[config.mk]
export PLATFORM = sky130hd
export DESIGN_NAME = cookie_ctrl
export DESIGN_NICKNAME = d
export VERILOG_FILES = /design/src/rtl/cookie_ctrl.sv
export SDC_FILE = /design/constraint.sdc
export NUM_CORES = 1
export LEC_CHECK = 0
export BUFFER_PORTS_ARGS = -buffer_cell sky130_fd_sc_hd__buf_4
export CAP_MARGIN = 20
export CORE_ASPECT_RATIO = 0.9
export CORE_MARGIN = 2
export CORE_UTILIZATION = 50
export CTS_CLUSTER_DIAMETER = 30
export DETAILED_ROUTE_END_ITERATION = 10
export PLACE_DENSITY_LB_ADDON = 0.08
export SYNTH_ARGS = -nofsm -noshare
export SYNTH_HDL_FRONTEND = slang
export SYNTH_SLANG_ARGS = --single-unit
[constraint.sdc]
create_clock -name clk -period 5.6 [get_ports clk]
set_clock_uncertainty 0.2 [all_clocks]
set_input_delay 0 -clock clk [delete_from_list [all_inputs] [get_ports clk]]
set_output_delay 0 -clock clk [all_outputs]
set_load 0.02 [all_outputs]
[src/rtl/cookie_ctrl.sv]
// Cookie chain controller: serialises a seed word MSB-first into the chain and
// captures the returned bits once the chain latency has elapsed.
module cookie_ctrl #(
  parameter int WIDTH     = 8,
  parameter int CHAIN_LAT = 16
) (
  input  logic             clk,
  input  logic             rst_n,
  input  logic             start,
  input  logic             abort,
  input  logic [WIDTH-1:0] seed,
  input  logic             rbit_i,
  output logic             en,
  output logic             rbit,
  output logic             busy,
  output logic             done,
  output logic [WIDTH-1:0] result
);
  localparam int            RUN_LEN   = CHAIN_LAT + WIDTH;
  localparam int            CW        = $clog2(RUN_LEN);
  localparam logic [CW-1:0] LAST      = CW'(RUN_LEN - 1);
  localparam logic [CW-1:0] CAP_FIRST = CW'(CHAIN_LAT);
  localparam logic [CW-1:0] ONE       = CW'(1);
  localparam logic [WIDTH-1:0] TOP    = {1'b1, {(WIDTH-1){1'b0}}};

  typedef enum logic [1:0] {IDLE, RUN, DONE} state_t;

  state_t           state;
  logic [CW-1:0]    cyc;
  logic [WIDTH-1:0] seed_reg;
  logic [WIDTH-2:0] cap;

  logic [CW-1:0]    cyc_nxt;
  logic             rbit_nxt;
  logic [WIDTH-1:0] cap_shift;

  // Capture keeps only WIDTH-1 bits; the final bit joins it on the way to result.
  always_comb begin
    cyc_nxt   = cyc + ONE;
    rbit_nxt  = |(seed_reg & (TOP >> cyc_nxt));
    cap_shift = {cap, rbit_i};
  end

  always_ff @(posedge clk or negedge rst_n) begin
    if (!rst_n) begin
      state    <= IDLE;
      cyc      <= '0;
      seed_reg <= '0;
      cap      <= '0;
      result   <= '0;
      en       <= 1'b0;
      rbit     <= 1'b0;
      busy     <= 1'b0;
      done     <= 1'b0;
    end else begin
      done <= 1'b0;
      case (state)
        IDLE: begin
          if (start && !abort) begin
            seed_reg <= seed;
            cyc      <= '0;
            state    <= RUN;
            en       <= 1'b1;
            rbit     <= seed[WIDTH-1];
            busy     <= 1'b1;
          end
        end
        RUN: begin
          if (abort) begin
            state <= IDLE;
            cyc   <= '0;
            en    <= 1'b0;
            rbit  <= 1'b0;
            busy  <= 1'b0;
          end else begin
            if (cyc >= CAP_FIRST) cap <= cap_shift[WIDTH-2:0];
            if (cyc == LAST) begin
              state  <= DONE;
              cyc    <= '0;
              en     <= 1'b0;
              rbit   <= 1'b0;
              busy   <= 1'b0;
              done   <= 1'b1;
              result <= cap_shift;
            end else begin
              cyc  <= cyc_nxt;
              rbit <= rbit_nxt;
            end
          end
        end
        DONE:    state <= IDLE;
        default: state <= IDLE;
      endcase
    end
  end
endmodule
==> results.md <==
Power and ir drop:
- Of the total power, the share spent switching nets is 26.5%.
- The proportion of power drawn by flip-flops and latches is between 50 and 60%.
- The overall power after layout is 481 uW.
- The internal cell power is ~350 uW.
- The power share of the combinational group is a little under a fifth.
- The share of total power dissipated in the clock network is 24.6%.
- In this run the power density over the cells is 264 mW/mm2.
- The analysis attributes to cell leakage a power of between 0.8 and 0.9 nW.
- The switching component of the power is 127 uW.
- The worst-case vdd ir drop is 0.200 mV.

CTS:
- In this run the number of H-tree levels came out at 2.
- The clock sink count is 33.
- The post-CTS setup-driven buffer insertion count is 0.
- At the later pin of the worst-skew pair, clock insertion delay measures roughly 0.32 ns.
- Clock-pin slew was measured on the worst setup and hold paths at 0.09 ns.
- In this run the deepest clock path goes through 2 buffers.
- CTS placed an instance of sky130_fd_sc_hd__clkbuf_4 at the clock tree root.
- The hold buffer count at cts is 13.
- In this run, post-CTS repair resized a total of 0 instances.
- TritonCTS built the clock tree.
- The total clock buffers created by CTS is 5.

Synth:
- The average cell area after synthesis is 14.3 um2.
- Yosys attributes the largest share of cell area to sky130_fd_sc_hd__dfrtp_1, sky130_fd_sc_hd__mux2_2, sky130_fd_sc_hd__mux4_1.
- The share of synthesized cell area in full adder, half adder and majority cells is 0.873%.
- The largest total area in the synthesized netlist belongs to sky130_fd_sc_hd__dfrtp_1.
- The dominant register cell in the synthesized netlist is sky130_fd_sc_hd__dfrtp_1.
- The Yosys step of the flow raised 0 warnings.
- The cell count after synthesis is 100.
- Summing the areas of all compound-gate instances in the mapped netlist gives 5.41% of the synthesized area.
- Of the total synthesized cell area, the portion taken by XOR and XNOR cells is 1.22%.
- The area share of and/or/nand/nor cells after synthesis is about 8.8%.
- Yosys mapped a number of flops with a built-in enable equal to 0.
- The post-synth net total is 114.
- The netlist uses 31 different library cells.
- After synthesis, the largest family of logic cells by area is multiplexers.
- Of the post-synthesis cell area, the dominant cell type holds 57.6%.
- The fraction of registers with async set/reset is 100%.
- The multiplexer share of the synthesized area is approximately a quarter.
- The mapped netlist covers 0.00143 mm2.
- In this run, synthesis produced a sequential element count of 33.
- After synthesis, flip-flops and latches occupy 57.6% of the total area.

Global route:
- The initial antenna violation count is 0.
- Global routing used 18.5% of the available tracks.
- Summed over all layers, the global routing overflow is 0.
- The number of global-route vias before repair is just under 900.
- The first-pass GRT wire length is 4.17 mm.
- The pin count of the biggest net entering global routing is 34.

Setup path:
- The cell count of the worst reg-to-reg path is 4.
- The required time of the critical path is 5.61 ns.
- The peak fanout along the critical path is 9.
- Data arrives at the worst endpoint at approximately 2.1 ns.
- The source of the worst register-to-register timing path is cyc[0].
- The endpoint class of the critical path is a register.
- The critical path in this run is classified as register to register.
- The slack of the worst reg-to-reg path is around 3.5 ns.
- The reg-to-reg endpoint is result[2].
- The element type at the critical path start is a register.

Floorplanning:
- The total area inside the core boundary comes to 0.00275 mm2.
- In this run the core area contains 18 standard-cell rows.
- The vertical die dimension is ~55 um.
- The area of the die is around 0.0033 mm2.
- During I/O placement, the number of pins put on the boundary was 25.
- The initial standard-cell utilization of the core is 52.1%.
- Measured along the x axis, the die boundary spans 60.4 um.

Min path:
- The min-delay analysis places its worst path in the category input pin to register.
- Counting instances, the worst hold path has a depth of 5.
- The worst hold endpoint is busy.
- The startpoint identified for the worst hold timing path is start.

Layout:
- The repair_antennas step left the layout with diodes totalling 0.
- In the final layout, the share of cells above drive strength 1 is 43.2%.
- From synthesis to final layout, the design area changed by 27.4%.
- In the layout the commonest cells are sky130_fd_sc_hd__dfrtp_1, sky130_fd_sc_hd__buf_4, sky130_fd_sc_hd__mux2_2.
- The final net count is 154.
- The most frequent standard cell in the layout excluding fill and tap cells is sky130_fd_sc_hd__dfrtp_1.

Placed design:
- The half-perimeter wire length after placement is 1.75 mm.
- The worst setup timing slack at the placement stage is 3.54 ns.
- Routability-driven placement finished with a final weighted congestion of 0.778.
- The number of input and output port buffers inserted is 24.

STA:
- The routed design could run at a clock period as short as 2.07 ns.
- Timing would allow up to 482 MHz.
- In this run the tightest slew margin relative to its limit is 74.0%.
- The worst path setup slack after routing is 3.53 ns.
- For the pin with the worst max-slew slack, the measured transition is 0.388 ns.
- The number of pins with negative max-slew slack in the final report was 0.
- The sum of negative setup slack is 0 ns.
- The final setup violation count is 0.
- Setup repair after global routing left no endpoint under its margin.
- Of the available clock period, the critical path in the final layout requires 37.0%.
- The hold violation count in the final report is 0.

Route:
- The via count of the routed design is slightly above 900.
- The number of antenna-violating nets in the routed design is 0.
- In this run, the number of DRC markers left after iteration 0 of detailed routing was 15.
- The DRC violations left is 0.
- The routed design has 2.68 mm of wire.
- The routed via count divided by cell count is 5.22.
- In the final routed layout, each cell accounts on average for about 15 um.
- The count of TritonRoute iterations in the first routing pass is 4.

Run:
- The count of max-cap constraint violations is 0.

Status:
- The flow ran to the end, and the final reports show no timing, DRC or antenna violations.
-- layer usage --
layer	global-route usage [%]	routed length, um	up-vias
li1	-	-	444
met1	24.4	1280	461
met2	27.4	1250	24
met3	4.96	127	5
met4	10.9	30	0
met5	0	0	-
-- final cells by class --
cell class                 count  area (um2)
clock buffer                   5        37.5
inverter                       1        3.75
timing repair buffer          38         328
sequential                    33         826
tap                           40        50.0
multi-input combinational     61         576
fill                         220         922
clock inverter                 1        5.00
-- cell usage after synthesis (all sizes together), types with 2 or more instances --
master and count:
dfrtp 33, mux2 23, buf 5, nor2 4, mux2i 3, nand2 3, o21ai 3, a21oi 2
and2 2, mux4 2, xnor2 2
-- worst max path at each step --
stage            from        end  slack [ns]
2_1_floorplan  cyc[0]  result[0]        3.77
3_3_place_gp   cyc[0]  result[2]        3.62
3_5_place_dp   cyc[0]  result[2]        3.54
4_1_cts        cyc[0]  result[2]        3.54
5_1_grt        cyc[0]  result[6]        3.48
6_report       cyc[0]  result[2]        3.53
-- cells by family after synthesis --
kind of cell,count (synthesis)
AOI/OAI and AO/OA,11
adders and majority gates,1
muxes,28
buffers and inverters,6
xor gates and xnor gates,2
and+or+nand+nor,19
DFF,33
-- power groups by stage --
stage | Sequential (mW) | Clock (mW) | Combinational, mW
3_5_place_dp | 0.278 | 0 | 0.0803
5_1_grt | 0.276 | 0.132 | 0.0978
2_1_floorplan | 0.277 | 0 | 0.0522
3_3_place_gp | 0.277 | 0 | 0.0801
6_report | 0.274 | 0.119 | 0.0894
4_1_cts | 0.273 | 0.122 | 0.0898
-- critical path, cell delays in order (launching register included) --
cell and delay, ns:
sky130_fd_sc_hd__dfrtp_1 0.48, sky130_fd_sc_hd__ha_1 0.35, sky130_fd_sc_hd__nand4b_1 0.26, sky130_fd_sc_hd__nor2_4 0.30, sky130_fd_sc_hd__mux2_2 0.38
-- through the flow --
step                cells  cell area, um2  hold slack (ns)  utilization [%]
floorplan             100            1430           -0.496                -
global placement      160            1640           -0.238             59.8
detailed placement    160            1640           -0.236             59.8
CTS                   179            1830           0.0718             66.4
global route          179            1830            0.113             66.4
finish                179            1830           0.0902             66.4
Power figures use the tool's default switching activity.
